## src/rtl/uart_pkg.sv

```systemverilog
// Shared types for the UART packetizer: packet FSM states, per-byte handshake
// sub-states and the frame sync byte.
package uart_pkg;

    typedef enum logic [2:0] {
        ST_IDLE   = 3'd0,
        ST_HDR    = 3'd1,
        ST_LEN    = 3'd2,
        ST_PAY_HI = 3'd3,
        ST_PAY_LO = 3'd4,
        ST_CHK    = 3'd5
    } pkt_state_t;

    typedef enum logic [1:0] {
        HS_ISSUE     = 2'd0,
        HS_WAIT_ACK  = 2'd1,
        HS_WAIT_DONE = 2'd2
    } hs_state_t;

    localparam logic [7:0] PKT_SYNC = 8'hA5;

endpackage

```

## src/rtl/sync_fifo.sv

```systemverilog
// Single-clock word FIFO with a show-ahead read port (rdata is the head word).
// DEPTH must be a power of two so the pointers wrap by plain overflow.
module sync_fifo #(
    parameter int WIDTH = 16,
    parameter int DEPTH = 8
) (
    input  logic                     clk,
    input  logic                     rst,
    input  logic                     push,
    input  logic                     pop,
    input  logic [WIDTH-1:0]         wdata,
    output logic [WIDTH-1:0]         rdata,
    output logic                     full,
    output logic                     empty,
    output logic [$clog2(DEPTH):0]   count
);
    localparam int AW = $clog2(DEPTH);

    logic [WIDTH-1:0] mem [DEPTH];
    logic [AW-1:0]    wr_ptr;
    logic [AW-1:0]    rd_ptr;
    logic             do_push;
    logic             do_pop;

    assign full    = (count == (AW+1)'(DEPTH));
    assign empty   = (count == '0);
    assign do_push = push && !full;
    assign do_pop  = pop && !empty;
    assign rdata   = mem[rd_ptr];

    always_ff @(posedge clk) begin
        if (do_push) mem[wr_ptr] <= wdata;
    end

    always_ff @(posedge clk) begin
        if (rst) begin
            wr_ptr <= '0;
            rd_ptr <= '0;
            count  <= '0;
        end else begin
            if (do_push) wr_ptr <= wr_ptr + 1'b1;
            if (do_pop)  rd_ptr <= rd_ptr + 1'b1;
            case ({do_push, do_pop})
                2'b10:   count <= count + 1'b1;
                2'b01:   count <= count - 1'b1;
                default: count <= count;
            endcase
        end
    end

endmodule

```

## src/rtl/uart_tx_packetizer.sv

```systemverilog
// Buffers 16-bit result words and frames them as A5, LEN, payload (MSB first)
// bytes for a UART transmitter. Define UART_PKT_CHECKSUM_EN to append an XOR CHK byte.
module uart_tx_packetizer
    import uart_pkg::*;
#(
    parameter int WORDS_PER_PKT = 4,
    parameter int FIFO_DEPTH    = 8
) (
    input  logic        clk,
    input  logic        rst,
    input  logic [15:0] word_in,
    input  logic        word_valid,
    output logic        word_ready,
    input  logic        flush,
    output logic        tx_start,
    output logic [7:0]  tx_data,
    input  logic        tx_busy,
    output logic        pkt_active
);
    localparam int CW = $clog2(FIFO_DEPTH) + 1;

    logic [CW-1:0] fifo_count;
    logic          fifo_full;
    logic          fifo_empty;
    logic [15:0]   fifo_word;
    logic          fifo_pop;

    pkt_state_t    state;
    pkt_state_t    next_state;
    hs_state_t     hs;
    logic [3:0]    len_q;
    logic [3:0]    words_left;
    logic          flush_pend;
    logic          flush_req;
    logic          byte_done;
    logic          full_ready;
`ifdef UART_PKT_CHECKSUM_EN
    logic [7:0]    chk_q;
`endif

    sync_fifo #(.WIDTH(16), .DEPTH(FIFO_DEPTH)) u_fifo (
        .clk   (clk),
        .rst   (rst),
        .push  (word_valid && word_ready),
        .pop   (fifo_pop),
        .wdata (word_in),
        .rdata (fifo_word),
        .full  (fifo_full),
        .empty (fifo_empty),
        .count (fifo_count)
    );

    assign word_ready = !fifo_full;
    assign pkt_active = (state != ST_IDLE);
    assign flush_req  = flush || flush_pend;
    assign full_ready = (fifo_count >= CW'(WORDS_PER_PKT));
    assign byte_done  = (state != ST_IDLE) && (hs == HS_WAIT_DONE) && !tx_busy;
    assign fifo_pop   = byte_done && (state == ST_PAY_LO);
    // Gating on tx_busy keeps a stale busy from a reset-aborted byte from overlapping.
    assign tx_start   = (state != ST_IDLE) && (hs == HS_ISSUE) && !tx_busy;

    always_comb begin
        next_state = ST_IDLE;
        case (state)
            ST_HDR:    next_state = ST_LEN;
            ST_LEN:    next_state = ST_PAY_HI;
            ST_PAY_HI: next_state = ST_PAY_LO;
`ifdef UART_PKT_CHECKSUM_EN
            ST_PAY_LO: next_state = (words_left == 4'd1) ? ST_CHK : ST_PAY_HI;
`else
            ST_PAY_LO: next_state = (words_left == 4'd1) ? ST_IDLE : ST_PAY_HI;
`endif
            default:   next_state = ST_IDLE;
        endcase
    end

    // Byte content depends only on registered state and the un-popped FIFO head,
    // so it holds for the whole ISSUE..WAIT_DONE window.
    always_comb begin
        tx_data = 8'h00;
        case (state)
            ST_HDR:    tx_data = PKT_SYNC;
            ST_LEN:    tx_data = {4'h0, len_q};
            ST_PAY_HI: tx_data = fifo_word[15:8];
            ST_PAY_LO: tx_data = fifo_word[7:0];
`ifdef UART_PKT_CHECKSUM_EN
            ST_CHK:    tx_data = chk_q;
`endif
            default:   tx_data = 8'h00;
        endcase
    end

    always_ff @(posedge clk) begin
        if (rst) begin
            state      <= ST_IDLE;
            hs         <= HS_ISSUE;
            len_q      <= '0;
            words_left <= '0;
            flush_pend <= 1'b0;
        end else if (state == ST_IDLE) begin
            hs <= HS_ISSUE;
            if (full_ready) begin
                state      <= ST_HDR;
                len_q      <= 4'(WORDS_PER_PKT);
                flush_pend <= flush_req;
            end else if (flush_req && !fifo_empty) begin
                state      <= ST_HDR;
                len_q      <= 4'(fifo_count);
                flush_pend <= 1'b0;
            end else begin
                flush_pend <= 1'b0;
            end
        end else begin
            if (flush) flush_pend <= 1'b1;
            case (hs)
                HS_ISSUE:     if (!tx_busy) hs <= HS_WAIT_ACK;
                HS_WAIT_ACK:  if (tx_busy) hs <= HS_WAIT_DONE;
                HS_WAIT_DONE: if (!tx_busy) begin
                    hs    <= HS_ISSUE;
                    state <= next_state;
                end
                default:      hs <= HS_ISSUE;
            endcase
            if (byte_done && state == ST_LEN) words_left <= len_q;
            if (fifo_pop) words_left <= words_left - 4'd1;
        end
    end

`ifdef UART_PKT_CHECKSUM_EN
    always_ff @(posedge clk) begin
        if (rst || state == ST_IDLE) begin
            chk_q <= 8'h00;
        end else if (byte_done && (state == ST_LEN || state == ST_PAY_HI || state == ST_PAY_LO)) begin
            chk_q <= chk_q ^ tx_data;
        end
    end
`endif

endmodule

```

## config.mk

```make
export PLATFORM = sky130hd
export DESIGN_NAME = uart_tx_packetizer
export DESIGN_NICKNAME = d
export VERILOG_FILES = /design/src/rtl/uart_pkg.sv /design/src/rtl/sync_fifo.sv /design/src/rtl/uart_tx_packetizer.sv
export SDC_FILE = /design/constraint.sdc
export NUM_CORES = 1
export LEC_CHECK = 0
export ABC_AREA = 1
export CAP_MARGIN = 20
export CORE_ASPECT_RATIO = 1.25
export CORE_MARGIN = 1.5
export CORE_UTILIZATION = 43
export CTS_BUF_LIST = sky130_fd_sc_hd__clkbuf_4
export CTS_CLUSTER_SIZE = 12
export DETAILED_ROUTE_END_ITERATION = 8
export SETUP_SLACK_MARGIN = 0.1
export SLEW_MARGIN = 20
export SYNTH_ARGS = -nofsm -noshare
export SYNTH_HDL_FRONTEND = slang
export SYNTH_SLANG_ARGS = --single-unit
```

## constraint.sdc

```tcl
create_clock -name clk -period 2.76 [get_ports clk]
set_input_delay 0.828 -clock clk [delete_from_list [all_inputs] [get_ports clk]]
set_output_delay 0.828 -clock clk [all_outputs]
set_load 0.01 [all_outputs]
```

==> impl_metrics.tcl <==
set metrics [dict create \
    layout_setup_ws_ns -0.0389 \
    p_sw_mw 1.45 \
    rsz0062_at_grt "true" \
    area_growth_pct 23.6 \
    internal_power_mw 3.77 \
    seqPwrFrac 0.519 \
    pre_cts_slack_ns -0.150 \
    die_h_um 141 \
    finalSetupViolCount 1 \
    drc_errors 0 \
    tightest_slew_ns 0.387 \
    worstSetupPathType "flop to output pin" \
    clockBufferDepth 2 \
    synth_seq_cells 155 \
    cpMostUsedCell "nand2_1" \
    layout-drive-gt1-share 0.181 \
    crit_fanout 6 \
    fin_crit_sh 1.01 \
    io_buffer_count 31 \
    relSlewSlack 0.742 \
    num_vias 4734 \
    htree_levels 4 \
    status "complete, but fails checks" \
    drv_cap 0 \
    end_kind "output pin" \
    first_pass_iters 5 \
    hold_path_class "flop to flop" \
    grt_pass1_wl_um 24300 \
    synth_area_leaders "edfxtp_1 (58%), dfxtp_1 (8.2%), nand2_1 (7.3%)" \
    synth_top_area_cell "edfxtp_1" \
    rows 50 \
    layout_commonest_cell "edfxtp_1" \
    p_per_area_nw_per_um2 642 \
    wire_per_inst_um 17.0 \
    max_freq_mhz 357 \
    grt_util_all_layers 0.201 \
    mappedNetlistArea_um2 6580 \
    p_sw_frac 0.278 \
    syn-instance-count 635 \
    clockPowerShare 0.295 \
    slew_viol_final 0 \
    cts_tree "yes" \
    total_power_mw 5.22 \
    finish.instance_area_um2 8130 \
    finalHoldViolCount 0 \
    clock_skew_ns 0.0171 \
    p_comb_frac 0.186 \
    cts_buffers 17 \
    avgSynthCellArea_um2 10.4 \
    grt_pass1_vias 4775 \
    synth_cell_types 28 \
    worstPathRequired_ns 1.93 \
    violations "negative setup slack" \
    die_area_um2 16000 \
    dr.first_iter.drc_count 308 \
    start_util 0.440 \
    final_cell_mix "edfxtp_1 (128), nand2_1 (126), nor2_1 (104)" \
    grt_max_degree 41 \
    ir_drop_mv 0.357 \
    postCtsHoldBufs 0 \
    post_dp_cell_area_um2 7350 \
    period_minus_slack_ns 2.80 \
    crit_slowest_cell "dfxtp_4" \
    yosys_warnings 0 \
    grt_overflow_total 0 \
    start_kind "flop" \
    path_cells "buf_12 > buf_8 > clkbuf_16 > o21ai_1 > o21ai_0 > nand2_1 > nand2_1 > nand2_1 > nand3_1 > buf_2" \
    fin_nets 732 \
    postRouteAntennaNets 0 \
    io-pin-count 32 \
    clk_latency_ns 0.54 \
    ys_seq_area_frac 0.667 \
    final_cell_count_no_fill 900 \
    cts_root_buf "clkbuf_4" \
    core_area_um2 15000 \
    synth_fp_nets 663 \
    cts_sinks 155 \
    arrival_ns 1.97 \
    fp.dieW_um 114 \
    place.gp.congestion 0.784 \
    cts.clk_slew.worst_paths_ns 0.13 \
    fin_util 0.544 \
    antenna_found_initial 1 \
    viasPerCell 5.26 \
    place_hpwl_um 8980 \
    routed_wl_um 15300 \
    dp_cells 853 \
    synth_top_area_frac 0.585 \
    crit_path_max_incr_delay_ns 0.41 \
    p_leak_nw 3.09 \
]
-- cell families (layout without fill, tap and decap cells) --
logic type / after synthesis / count (layout) / synth area share
DFF: 155 / 155 / 0.667
other: 0 / 1 / 0
buffers and inverters: 67 / 149 / 0.0426
AOI/OAI and AO/OA: 89 / 89 / 0.0721
adders and majority gates: 7 / 7 / 0.0133
xor gates and xnor gates: 5 / 5 / 0.00666
and+or+nand+nor: 312 / 312 / 0.198
-- registers in the layout (all words and copies together) (netlist names), named ones only --
signal,count
state,3
words_left,4
u_fifo.rd_ptr,3
flush_pend,1
u_fifo.wr_ptr,3
len_q,4
hs,2
u_fifo.mem,128
u_fifo.count,4
-- path summary, 6_finish.rpt --
path	cells after the start	start	slack (ns)	end
max	10	flop	-0.04	tx_data[5]
max reg2reg	12	u_fifo.count[0]	0.74	u_fifo.count[2]
min	2	len_q[3]	0.47	len_q[3]
min reg2reg	2	len_q[3]	0.47	len_q[3]
-- cell type report --
cell class	instances	area, um2
Fill cell	1266	6820
Clock inverter	14	194
Antenna cell	1	2.50
Timing Repair Buffer	75	953
Clock buffer	18	135
Inverter	42	163
Sequential cell	155	4400
Tap cell	182	228
Multi-Input combinational cell	413	2060
-- synth_stat cells --
| library cell | count |
|---|---|
| clkbuf_1 | 11 |
| xnor2_1 | 4 |
| nand2_4 | 1 |
| a21oi_1 | 14 |
| nor3b_1 | 1 |
| a211oi_1 | 1 |
| buf_4 | 5 |
| nor2_2 | 2 |
| buf_1 | 1 |
| edfxtp_1 | 128 |
| nor2_4 | 3 |
| ha_1 | 7 |
| nand2_1 | 127 |
| o21ai_2 | 1 |
| buf_2 | 8 |
| xor2_1 | 1 |
| dfxtp_1 | 27 |
| o21ai_0 | 64 |
| o211ai_1 | 9 |
| nand3_1 | 53 |
| nor4_1 | 1 |
| nor2_1 | 118 |
| inv_1 | 37 |
| clkinv_1 | 1 |
| nor3_1 | 4 |
| inv_2 | 4 |
| nand4_4 | 1 |
| nand3b_1 | 1 |
-- metal layers --
metal | global-route usage | routed length (um) | vias to the layer above
li1 | - | - | 2306
met1 | 0.234 | 6220 | 2262
met2 | 0.359 | 8070 | 138
met3 | 0.0427 | 724 | 28
met4 | 0.0842 | 329 | 0
met5 | 0 | 0 | -
-- power by group through the flow --
| stage | Combinational [mW] | Clock, mW | Sequential (mW) |
|---|---|---|---|
| floorplan | 0.516 | 0 | 2.73 |
| global placement | 0.935 | 0 | 2.74 |
| detailed placement | 0.948 | 0 | 2.75 |
| CTS | 0.951 | 1.57 | 2.70 |
| global route | 1.08 | 1.66 | 2.72 |
| finish | 0.970 | 1.54 | 2.71 |
-- what timing repair did --
item / 4_1_cts / 5_1_grt
setup buffers: 9 / 0
hold endpoints to repair: 0 / 0
pin swaps: 22 / 18
gates resized for setup: 100 / 36
gates cloned: 4 / 1
setup endpoints to repair: 11 / 10
-- through the flow --
step | TNS [ns] | hold WS (ns)
after floorplan | 0 | 0.431
after global placement | -0.142 | 0.446
after detailed placement | -0.196 | 0.454
after CTS | -0.243 | 0.473
after global routing | -0.980 | 0.483
final | -0.0389 | 0.472
-- critical path: cells and delay by family (launching register included) --
kind	cells	cell delay, ns
buffers and inverters	4	0.56
AO/OA/AOI/OAI	2	0.22
AND/OR/NAND/NOR	4	0.24
flip-flops	1	0.41
(Power assumes the default switching activity.)
